--- config.mk ---
export PLATFORM = sky130hd
export DESIGN_NAME = tap_period
export DESIGN_NICKNAME = d
export VERILOG_FILES = /design/src/rtl/tap_period_pkg.sv /design/src/rtl/tap_avg4.sv /design/src/rtl/tap_period.sv
export SDC_FILE = /design/constraint.sdc
export NUM_CORES = 1
export LEC_CHECK = 0
export ABC_CLOCK_PERIOD_IN_PS = 5800
export BUFFER_PORTS_ARGS = -buffer_cell sky130_fd_sc_hd__buf_4
export CAP_MARGIN = 10
export CORE_MARGIN = 2
export CORE_UTILIZATION = 35
export DETAILED_ROUTE_END_ITERATION = 12
export GPL_ROUTABILITY_DRIVEN = 0
export SYNTH_ARGS = -nofsm -noshare
export SYNTH_HDL_FRONTEND = slang
export SYNTH_SLANG_ARGS = --single-unit
--- constraint.sdc ---
create_clock -name clk_i -period 5.8 [get_ports clk_i]
set_input_delay 0.87 -clock clk_i [delete_from_list [all_inputs] [get_ports clk_i]]
set_output_delay 0.87 -clock clk_i [all_outputs]
set_load 0.005 [all_outputs]
--- src/rtl/tap_period_pkg.sv ---
// Shared definitions for the tap-tempo path: FSM encoding, time-pulse default
// and the interval counter sizing used by debounce, tap_period and BPM conversion.
package tap_period_pkg;

   localparam int DEF_PULSE_PER_NS = 5120;
   localparam int HIST_DEPTH       = 4;

   typedef enum logic {
      s_idle  = 1'b0,
      s_count = 1'b1
   } tap_state_e;

   function automatic int max_count_f(input int max_ns, input int pulse_ns);
      return max_ns / pulse_ns - 1;
   endfunction

   function automatic int cnt_w_f(input int max_ns, input int pulse_ns);
      return $clog2(max_count_f(max_ns, pulse_ns) + 1);
   endfunction

endpackage

--- src/rtl/tap_avg4.sv ---
// Four-entry tap interval history with saturating fill count; reports the newest
// interval until the history is full, then the truncated mean of all four.
module tap_avg4
   import tap_period_pkg::*;
#(
   parameter int CNT_W = 4
) (
   input  logic             clk_i,
   input  logic             rst_i,
   input  logic             push_i,
   input  logic             clear_i,
   input  logic [CNT_W-1:0] din_i,
   output logic [CNT_W-1:0] mean_o
);

   logic [CNT_W-1:0] ent_q [HIST_DEPTH];
   logic [2:0]       fill_q;
   logic [CNT_W+1:0] sum;

   always_ff @(posedge clk_i or posedge rst_i) begin
      if (rst_i) begin
         for (int i = 0; i < HIST_DEPTH; i++) ent_q[i] <= '0;
         fill_q <= '0;
      end else begin
         if (push_i) begin
            ent_q[0] <= din_i;
            for (int i = 1; i < HIST_DEPTH; i++) ent_q[i] <= ent_q[i-1];
         end
         if (clear_i)
            fill_q <= '0;
         else if (push_i && fill_q != 3'd4)
            fill_q <= fill_q + 3'd1;
      end
   end

   always_comb begin
      sum    = {2'b00, ent_q[0]} + {2'b00, ent_q[1]} + {2'b00, ent_q[2]} + {2'b00, ent_q[3]};
      mean_o = (fill_q == 3'd4) ? sum[CNT_W+1:2] : ent_q[0];
   end

endmodule

--- src/rtl/tap_period.sv ---
// Measures the interval between debounced button taps in tp_i ticks and
// publishes a 4-tap running average, with a timeout when taps stop.
module tap_period
   import tap_period_pkg::*;
#(
   parameter  int PULSE_PER_NS  = DEF_PULSE_PER_NS,
   parameter  int MAX_PERIOD_NS = 2_000_000_000,
   parameter  int AVG_DEPTH     = 4,
   localparam int MAX_COUNT     = max_count_f(MAX_PERIOD_NS, PULSE_PER_NS),
   localparam int CNT_W         = cnt_w_f(MAX_PERIOD_NS, PULSE_PER_NS)
) (
   input  logic             clk_i,
   input  logic             rst_i,
   input  logic             tp_i,
   input  logic             btn_i,
   output logic [CNT_W-1:0] period_o,
   output logic             period_valid_o,
   output logic             timeout_o
);

   if (AVG_DEPTH != HIST_DEPTH) begin : g_bad_depth
      $error("tap_period: only AVG_DEPTH = 4 is supported");
   end

   localparam logic [CNT_W-1:0] CNT_MAX = CNT_W'(MAX_COUNT);

   tap_state_e       state_q, state_d;
   logic [CNT_W-1:0] cnt_q, cnt_d;
   logic             btn_q, arm_q, tap;
   logic             push_p0, clr_p0, timeout_d;
   logic             vld_p1;
   logic [CNT_W-1:0] mean_p1;

   // arm_q stays low until btn_i is seen low after reset, so a level already
   // high at release is not mistaken for a fresh press.
   assign tap = btn_i & ~btn_q & arm_q;

   always_comb begin
      state_d   = state_q;
      cnt_d     = cnt_q;
      push_p0   = 1'b0;
      clr_p0    = 1'b0;
      timeout_d = 1'b0;
      case (state_q)
         s_idle: begin
            if (tap) begin
               cnt_d   = '0;
               state_d = s_count;
            end
         end
         s_count: begin
            if (tap) begin
               push_p0 = 1'b1;
               cnt_d   = '0;
            end else if (tp_i) begin
               if (cnt_q == CNT_MAX) begin
                  cnt_d     = '0;
                  clr_p0    = 1'b1;
                  timeout_d = 1'b1;
                  state_d   = s_idle;
               end else begin
                  cnt_d = cnt_q + CNT_W'(1);
               end
            end
         end
         default: state_d = s_idle;
      endcase
   end

   // p0 -> p1: edge detect, FSM, counter and history update
   always_ff @(posedge clk_i or posedge rst_i) begin
      if (rst_i) begin
         state_q   <= s_idle;
         cnt_q     <= '0;
         btn_q     <= 1'b0;
         arm_q     <= 1'b0;
         timeout_o <= 1'b0;
         vld_p1    <= 1'b0;
      end else begin
         state_q   <= state_d;
         cnt_q     <= cnt_d;
         btn_q     <= btn_i;
         arm_q     <= arm_q | ~btn_i;
         timeout_o <= timeout_d;
         vld_p1    <= push_p0;
      end
   end

   tap_avg4 #(.CNT_W(CNT_W)) u_avg (
      .clk_i   (clk_i),
      .rst_i   (rst_i),
      .push_i  (push_p0),
      .clear_i (clr_p0),
      .din_i   (cnt_q),
      .mean_o  (mean_p1)
   );

   // p1 -> p2: registered output
   always_ff @(posedge clk_i or posedge rst_i) begin
      if (rst_i) begin
         period_o       <= '0;
         period_valid_o <= 1'b0;
      end else begin
         period_valid_o <= vld_p1;
         if (vld_p1) period_o <= mean_p1;
      end
   end

endmodule

==> results.ini, run 1 <==
[floorplan]
dieArea_sq_um = 22100
ios = 25
die_h_microns = 149
core_sq_um = 20400
initial_core_util_pct = 35.9
chipWidth_microns = 149
rows = 52

[synthesis]
syn_avg_cell_area_sq_um = 8.79
synth_edf_count = 0
postSynthNetCount = 898
yosys_warnings = 0
synth-seq-cells = 123
ys_seq_area_share_pct = 42.1
yosys.area.top_type_share_pct = 42.1
synth-async-reset-ratio_pct = 100
synthTopCellsByCount = nand2_1, dfrtp_1, inv_1, o21ai_0, nor2_1
synth_top_cell_by_area = dfrtp_1
synth.most_common_cell = nand2_1
synthTopCellsByArea = dfrtp_1, nand2_1, ha_1
netlist_instances = 832
synth.distinct_cells = 64
synth_flop_cell = dfrtp_1
netlist_area_sq_um = 7320

[placed_design]
dpl.hpwl_microns = 11300
pre_cts_ws_ns = 0.896
portBuffers = 24

[layout]
final_util_pct = 41.6
nNetsFinal = 921
drive_gt1_share_pct = 9.33
fill_cells = 2002
syn_to_final_growth_pct = 15.7
num_antenna_cells = 0

[critical_path]
path_depth = 19
endpoint_kind = flop
crit_required_ns = 6.14
arrival_ns = 5.28
crit_fanout = 7
path_cells = ha_1 -> fa_1 -> a21oi_1 -> a2bb2oi_1 -> nand3_1 -> a21bo_2 -> o21ai_0 -> nand2_1 -> xnor2_1 -> fa_1 -> inv_1 -> ha_1 -> a21o_1 -> a211o_1 -> or3_1 -> o21ai_2 -> o21ai_1 -> mux2_4 -> o21ai_2
crit_type = reg2reg
critical-path-top-delay-family = compound AO/OA/AOI/OAI gates
crit_path_max_incr_delay_ns = 0.49
ff2ff_path_depth = 19
startpoint_type = flop
critPathBufInv = 1
slowest_stage = fa_1

[grt]
grt_max_degree = 76
grt_pass1_wl_microns = 27700
grtUsageTotal_pct = 15.8
grt_pass1_vias = 5446
overflow = 0
antenna_found_initial = 0

[sta]
fmax_mhz = 202
fin_ws_ns = 0.857
slew_violations = 0
period_share_pct = 85.2
tightest_slew_ns = 1.16
fin_skew_ns = 0.00725
rsz0062_at_grt = false
worst_hold_slack_ns = 0.463
finalSetupTns_ns = 0
setup_viol = 0
slew_headroom_pct = 22.2
finalHoldViolations = 0
period_needed_ns = 4.94

[drt]
drc = 0
wl_per_cell_microns = 14.3
drt_pre_antenna_iters = 5
vias = 5562
drtAntennaViolNets = 0
initialDrtViolationCount = 282
routed_wl_microns = 16200
via_per_inst = 4.89

[clocking]
clkLatencyLatePin_ns = 0.42
clock_path_buffers = 2
clk_pin_slew_ns = 0.06
ctsRootBufferMaster = clkbuf_16
tritoncts = done
postCtsSetupBuffers = 0
htree_levels = 4
cts-hold-fix-buffers = 0
clock_sinks = 123
numCtsBuffers = 17
cts_resized = 0

[status]
status = complete, no violations

[power_and_ir_drop]
leakage_uw = 0.00418
clockPowerShare_pct = 49.9
p_switching_uw = 622
powerDensity_nw_per_um2 = 290
sw_frac_of_total_pct = 25.3
combPwrFrac_pct = 11.4
peakVddDrop_v = 0.000182
p_int_uw = 1830
seqPwrFrac_pct = 38.7

[flow_run]
drv_cap = 0

[worst_hold_path]
whs_path_depth = 1
hp-class = reg2reg

path summary, 6_finish.rpt:
check	slack (ns)	startpoint	endpoint
max in group asynchronous	3.93	rst_i	period_o[12]
min	0.46	arm_q	arm_q
min reg2reg	0.46	arm_q	arm_q
max reg2reg	0.86	u_avg.ent_q[38]	period_o[17]
min in group asynchronous	0.67	rst_i	u_avg.ent_q[0]
max	0.86	u_avg.ent_q[38]	period_o[17]
stage by stage:
stage | instance area, sq um | total power [uW] | cells
6_report | 8470 | 2460 | 1138
5_1_grt | 8470 | 2580 | 1138
4_1_cts | 8470 | 2490 | 1138
3_5_place_dp | 7780 | 1250 | 1106
3_3_place_gp | 7780 | 1250 | 1106
2_1_floorplan | 7320 | 1150 | 832
cell type report:
| type | count | area, sq um | share of cell area [%] |
|---|---|---|---|
| clock inverters | 14 | 244 | 2.88 |
| inverters | 90 | 340 | 4.02 |
| well taps | 270 | 338 | 3.99 |
| clock buffers | 18 | 439 | 5.19 |
| multi-input cells | 593 | 3800 | 44.9 |
| flip-flops and latches | 123 | 3080 | 36.4 |
| repair buffers | 30 | 225 | 2.66 |
logic make-up after synthesis:
kind of cell / share of synthesized area [%]
AOI/OAI and AO/OA: 14.0
xor gates and xnor gates: 5.27
muxes: 0.769
and+or+nand+nor: 19.3
buffers and inverters: 5.98
DFF: 42.1
adders and majority gates: 12.7
power groups by stage:
stage | logic [uW] | clock network (uW) | registers [uW]
floorplan | 190 | 0 | 957
global placement | 285 | 0 | 964
detailed placement | 285 | 0 | 965
CTS | 289 | 1250 | 950
global route | 326 | 1290 | 957
finish | 281 | 1230 | 950
registers in the layout (all words and copies together), names as in the netlist:
register	cells
arm_q	1
btn_q	1
cnt_q	19
period_o	19
period_valid_o	1
state_q	1
timeout_o	1
u_avg.ent_q	76
u_avg.fill_q	3
vld_p1	1
cell usage in the layout, fill, tap and decap left out, types with 10 or more instances in the layout:
master     Yosys  routed
nand2_1      184     184
dfrtp_1      123     123
inv_1         90      88
o21ai_0       57      57
nor2_1        56      56
ha_1          42      42
a21oi_1       37      37
buf_4          0      30
nand3_1       27      27
xor2_1        26      26
fa_1          20      20
xnor2_1       18      18
clkbuf_16      0      17
nand2b_1      10      10
routing by layer:
metal | up-vias | global-route usage, % | wire, microns | part of all wire, %
li1 | 2813 | - | - | -
met3 | 27 | 2.82 | 554 | 3.4
met4 | 0 | 6.14 | 383 | 2.4
met2 | 99 | 23.8 | 7280 | 45
met1 | 2623 | 22.7 | 8030 | 49
met5 | - | 0 | 0 | 0
Note: power is estimated with default switching activity, not from simulation.
==> run 2: changes to the inputs <==
--- a/config.mk
+++ b/config.mk
@@ -8,6 +8,7 @@
 export ABC_CLOCK_PERIOD_IN_PS = 5800
 export BUFFER_PORTS_ARGS = -buffer_cell sky130_fd_sc_hd__buf_4
 export CAP_MARGIN = 10
+export CORE_ASPECT_RATIO = 0.9
 export CORE_MARGIN = 2
 export CORE_UTILIZATION = 35
 export DETAILED_ROUTE_END_ITERATION = 12
==> run 2 against run 1 <==
  * Power shrank 4.1%
  * Sequential power is essentially flat
  * Utilization shrank 0.90 points
  * Combinational power is essentially flat
  * Non-clock buffer count is the same
  * Sequential share of layout area grew 0.30 points
  * Count of clock-buffer cells in the layout is the same
  * Critical path depth is the same
  * Via count grew 1.4%
  * Critical path type unchanged
==> results.ini, run 2 (synthesized netlist as in run 1, its figures left out) <==
[flow_run]
drv_cap = 0  ; unchanged

[clocking]
clk_pin_slew_ns = 0.06  ; about the same
numCtsBuffers = 17  ; unchanged
htree_levels = 4  ; unchanged
cts_resized = 0  ; unchanged
clkLatencyLatePin_ns = 0.42  ; about the same
postCtsSetupBuffers = 0  ; unchanged
tritoncts = done  ; unchanged
cts-hold-fix-buffers = 0  ; unchanged
ctsRootBufferMaster = clkbuf_16  ; unchanged
clock_path_buffers = 2  ; unchanged
clock_sinks = 123  ; unchanged

[power_and_ir_drop]
powerDensity_nw_per_um2 = 281  ; was 290 nW/um^2
peakVddDrop_v = 0.000194  ; was 0.000182 V
clockPowerShare_pct = 47.7  ; was 49.9%
leakage_uw = 0.00415  ; was 0.00418 uW
combPwrFrac_pct = 12.0  ; was 11.4%
seqPwrFrac_pct = 40.4  ; was 38.7%
p_switching_uw = 620  ; was 622 uW
p_int_uw = 1740  ; was 1830 uW
sw_frac_of_total_pct = 26.3  ; was 25.3%

[critical_path]
crit_path_max_incr_delay_ns = 0.49  ; about the same
critPathBufInv = 1  ; unchanged
endpoint_kind = flop  ; unchanged
slowest_stage = fa_1  ; unchanged
critical-path-top-delay-family = compound AO/OA/AOI/OAI gates  ; unchanged
crit_fanout = 7  ; unchanged
arrival_ns = 5.33  ; was 5.28 ns
crit_type = reg2reg  ; unchanged
startpoint_type = flop  ; unchanged
crit_required_ns = 6.15  ; was 6.14 ns
path_cells = ha_1 -> fa_1 -> a21oi_1 -> a2bb2oi_1 -> nand3_1 -> a21bo_2 -> o21ai_0 -> nand2_1 -> xnor2_1 -> fa_1 -> inv_1 -> ha_1 -> a21o_1 -> a211o_1 -> or3_1 -> o21ai_2 -> o21ai_1 -> mux2_4 -> o21ai_2  ; unchanged

[layout]
reg_top3 = u_avg.ent_q: 76 flops, cnt_q: 19 flops, period_o: 19 flops  ; unchanged
layout.cells.non_filler = 1128  ; was 1138
drive_gt1_share_pct = 9.22  ; was 9.33%
final_common_cell = nand2_1  ; unchanged
nNetsFinal = 921  ; unchanged
final_cell_mix = nand2_1, dfrtp_1, inv_1, o21ai_0, nor2_1  ; unchanged
syn_to_final_growth_pct = 14.7  ; was 15.7%
num_antenna_cells = 0  ; unchanged
largest_reg_flops = 76  ; unchanged
top_register = u_avg.ent_q  ; unchanged
final_util_pct = 40.7  ; was 41.6%

[floorplan]
dieArea_sq_um = 22100  ; about the same
chipWidth_microns = 156  ; was 149 microns
rows = 50  ; was 52
ios = 25  ; unchanged
die_h_microns = 141  ; was 149 microns
core_sq_um = 20600  ; was 20400 sq um
initial_core_util_pct = 35.4  ; was 35.9%

[status]
status = complete, no violations  ; unchanged

[worst_hold_path]
hp-class = reg2reg  ; unchanged

[grt]
overflow = 0  ; unchanged
grt_pass1_vias = 5376  ; was 5446
grt_max_degree = 78  ; was 76
grtUsageTotal_pct = 15.6  ; was 15.8%
grt_pass1_wl_microns = 27200  ; was 27700 microns
antenna_found_initial = 0  ; unchanged

[sta]
slew_headroom_pct = 27.2  ; was 22.2%
setup_viol = 0  ; unchanged
tightest_slew_ns = 1.09  ; was 1.16 ns
period_needed_ns = 4.98  ; was 4.94 ns
fin_skew_ns = 0.00764  ; was 0.00725 ns
fmax_mhz = 201  ; was 202 MHz
finalHoldViolations = 0  ; unchanged
finalSetupTns_ns = 0  ; unchanged
rsz0062_at_grt = false  ; unchanged
slew_violations = 0  ; unchanged
period_share_pct = 85.8  ; was 85.2%

[drt]
wl_per_cell_microns = 14.4  ; was 14.3 microns
vias = 5638  ; was 5562
routed_wl_microns = 16300  ; was 16200 microns
via_per_inst = 5.00  ; was 4.89
drc = 0  ; unchanged
drtAntennaViolNets = 0  ; unchanged
drt_pre_antenna_iters = 5  ; unchanged
initialDrtViolationCount = 341  ; was 282

[placed_design]
portBuffers = 24  ; unchanged
dpl.hpwl_microns = 11200  ; was 11300 microns
dpl.cell_count = 1096  ; was 1106

==> run 2: layer usage <==
metal / GRT usage [%] / share of wire [%] / up-vias
met1: 22.5 / 52 / 2699
met4: 5.46 / 1.6 / 0
li1: - / - / 2806
met2: 23.1 / 43 / 112
met5: 0 / 0 / -
met3: 3.10 / 3.3 / 21
==> run 2: worst paths after layout <==
path                                 startpoint         endpoint  slack [ns]  cells after the start
worst max-delay path            u_avg.ent_q[57]     period_o[17]        0.82                     19
worst min-delay path                      arm_q            arm_q        0.47                      1
worst max register to register  u_avg.ent_q[57]     period_o[17]        0.82                     19
worst min register to register            arm_q            arm_q        0.47                      1
max in group asynchronous                 rst_i  u_avg.ent_q[18]        3.96                      3
min in group asynchronous                 rst_i   u_avg.ent_q[0]        0.67                      2
==> run 2: power groups by stage <==
stage / registers, uW / logic (uW) / clock network (uW)
4_1_cts: 950 / 289 / 1140
5_1_grt: 958 / 324 / 1180
3_3_place_gp: 964 / 284 / 0
2_1_floorplan: 957 / 190 / 0
3_5_place_dp: 965 / 285 / 0
6_report: 951 / 282 / 1120
==> run 2: stage by stage <==
step | power [uW] | worst slack (ns) | area, sq um | hold slack, ns
2_1_floorplan | 1150 | 1.31 | 7320 | 0.411
3_3_place_gp | 1250 | 0.997 | 7770 | 0.444
3_5_place_dp | 1250 | 0.898 | 7770 | 0.451
4_1_cts | 2380 | 0.888 | 8400 | 0.468
5_1_grt | 2460 | 0.604 | 8400 | 0.493
6_report | 2360 | 0.824 | 8400 | 0.467
==> run 2: area by class of cell <==
type,instances,area [sq um]
fill,2083,12200
multi-input combinational,593,3800
sequential,123,3080
clock buffer,18,429
inverter,90,340
tap,260,325
timing repair buffer,30,225
clock inverter,14,196
==> run 3: changes to the inputs <==
--- a/config.mk
+++ b/config.mk
@@ -11,6 +11,7 @@
 export CORE_ASPECT_RATIO = 0.9
 export CORE_MARGIN = 2
 export CORE_UTILIZATION = 35
+export CTS_BUF_LIST = sky130_fd_sc_hd__clkbuf_4 sky130_fd_sc_hd__clkbuf_8
 export DETAILED_ROUTE_END_ITERATION = 12
 export GPL_ROUTABILITY_DRIVEN = 0
 export SYNTH_ARGS = -nofsm -noshare
==> run 3 against run 2 <==
  * Wire length barely moved
  * Cell area fell by 2.2%
  * Combinational power barely moved
  * Critical endpoint unchanged
  * Highest routed layer unchanged
  * Fmax up 0.46%
  * Cell count unchanged
  * Sequential share of layout area grew 0.84 points
  * Largest cell class unchanged
  * Non-clock buffer count unchanged
==> results.ini, run 3 (synthesized netlist as in run 1, its figures left out) <==
[critical_path]
critPathBufInv = 1  ; unchanged
endpoint_kind = flop  ; unchanged
crit_type = reg2reg  ; unchanged
slowest_stage = fa_1  ; unchanged
crit_required_ns = 6.18  ; was 6.15 ns
crit_path_max_incr_delay_ns = 0.49  ; about the same
crit_fanout = 7  ; unchanged
arrival_ns = 5.34  ; was 5.33 ns
critical-path-top-delay-family = compound AO/OA/AOI/OAI gates  ; unchanged
startpoint_type = flop  ; unchanged
path_cells = ha_1 -> fa_1 -> a21oi_1 -> a2bb2oi_1 -> nand3_1 -> a21bo_2 -> o21ai_0 -> nand2_1 -> xnor2_1 -> fa_1 -> inv_1 -> ha_1 -> a21o_1 -> a211o_1 -> or3_1 -> o21ai_2 -> o21ai_1 -> mux2_4 -> o21ai_2  ; unchanged

[floorplan]
dieArea_sq_um = 22100  ; unchanged
initial_core_util_pct = 35.4  ; unchanged
ios = 25  ; unchanged
rows = 50  ; unchanged
core_sq_um = 20600  ; unchanged
die_h_microns = 141  ; unchanged
chipWidth_microns = 156  ; unchanged

[drt]
routed_wl_microns = 16300  ; about the same
wl_met3_microns = 520  ; was 535 microns
wl_per_cell_microns = 14.4  ; about the same
initialDrtViolationCount = 331  ; was 341
wl_met2_microns = 6960  ; was 7060 microns
drtAntennaViolNets = 0  ; unchanged
drt_pre_antenna_iters = 5  ; unchanged
highest_layer = met4  ; unchanged
vias = 5640  ; was 5638
via_per_inst = 5.00  ; about the same
wl_met1_microns = 8410  ; was 8400 microns
drc = 0  ; unchanged

[sta]
fin_skew_ns = 0.0118  ; was 0.00764 ns
worst_hold_slack_ns = 0.472  ; was 0.467 ns
slew_headroom_pct = 27.5  ; was 27.2%
fin_ws_ns = 0.847  ; was 0.824 ns
finalSetupTns_ns = 0  ; unchanged
slew_violations = 0  ; unchanged
finalHoldViolations = 0  ; unchanged
setup_viol = 0  ; unchanged
tightest_slew_ns = 1.09  ; about the same
period_share_pct = 85.4  ; was 85.8%
rsz0062_at_grt = false  ; unchanged
fmax_mhz = 202  ; was 201 MHz
period_needed_ns = 4.95  ; was 4.98 ns

[power_and_ir_drop]
peakVddDrop_v = 0.000129  ; was 0.000194 V
leakage_uw = 0.00407  ; was 0.00415 uW
powerDensity_nw_per_um2 = 253  ; was 281 nW/um^2

[layout]
ff_latch_area_sq_um = 3080  ; unchanged
syn_to_final_growth_pct = 12.2  ; was 14.7%
top_register = u_avg.ent_q  ; unchanged
nNetsFinal = 921  ; unchanged
fill_cells = 2110  ; was 2083
num_antenna_cells = 0  ; unchanged
largest_reg_flops = 76  ; unchanged
final_common_cell = nand2_1  ; unchanged
drive_gt1_share_pct = 9.33  ; was 9.22%
multi_input_area_sq_um = 3800  ; unchanged
reg_top3 = u_avg.ent_q: 76 flops, cnt_q: 19 flops, period_o: 19 flops  ; unchanged
final_cell_mix = nand2_1, dfrtp_1, inv_1, o21ai_0, nor2_1  ; unchanged

[grt]
grtUsageTotal_pct = 15.5  ; was 15.6%
antenna_found_initial = 0  ; unchanged
grt_max_degree = 78  ; unchanged
overflow = 0  ; unchanged
grt_pass1_vias = 5401  ; was 5376
grt_pass1_wl_microns = 27100  ; was 27200 microns

[clocking]
htree_levels = 4  ; unchanged
clkLatencyLatePin_ns = 0.46  ; was 0.42 ns
clock_path_buffers = 2  ; unchanged
cts_resized = 0  ; unchanged
postCtsSetupBuffers = 0  ; unchanged
clock_sinks = 123  ; unchanged
clk_pin_slew_ns = 0.08  ; was 0.06 ns
tritoncts = done  ; unchanged
numCtsBuffers = 17  ; unchanged
cts-hold-fix-buffers = 0  ; unchanged
ctsRootBufferMaster = clkbuf_8  ; was clkbuf_16

[status]
status = complete, no violations  ; unchanged

[placed_design]
portBuffers = 24  ; unchanged
dpl.hpwl_microns = 11200  ; unchanged
pre_cts_ws_ns = 0.898  ; unchanged

[flow_run]
drv_cap = 0  ; unchanged

[worst_hold_path]
hp-class = reg2reg  ; unchanged

[run 3: cell counts in the layout (fill, tap and decap cells not counted)]
Identical to the previous run, type by type.
[run 3: per-stage QoR]
stage                     power [uW]  area (sq um)  utilization (%)  std cells
after floorplan                 1150          7320                -        832
after global placement          1250          7770             37.6       1096
after detailed placement        1250          7770             37.6       1096
after CTS                       2100          8210             39.8       1128
after global routing            2180          8210             39.8       1128
final                           2080          8210             39.8       1128
[run 3: worst paths after layout]
kind                                      start  slack, ns               to  cells past startpoint
worst max-delay path            u_avg.ent_q[38]       0.85     period_o[17]                     19
worst min-delay path                      arm_q       0.47            arm_q                      1
worst max register to register  u_avg.ent_q[38]       0.85     period_o[17]                     19
worst min register to register            arm_q       0.47            arm_q                      1
max in group asynchronous                 rst_i       3.98  u_avg.ent_q[56]                      3
min in group asynchronous                 rst_i       0.63   u_avg.ent_q[0]                      2
[run 3: where the power goes]
group | internal (uW) | switching [uW]
logic | 107 | 175
clock network | 474 | 373
registers | 908 | 41.2
[run 3: per-layer routing]
layer	vias to the layer above	global-route usage, %
met5	-	0
met4	0	6.08
met3	30	2.83
met2	96	22.8
met1	2701	22.7
li1	2813	-
[run 3: final cells by class]
cell class                 count  share of cell area [%]
clock buffer                  18                    2.94
clock inverter                14                    2.39
inverter                      90                    4.15
multi-input combinational    593                    46.3
sequential                   123                    37.5
tap                          260                    3.96
timing repair buffer          30                    2.74
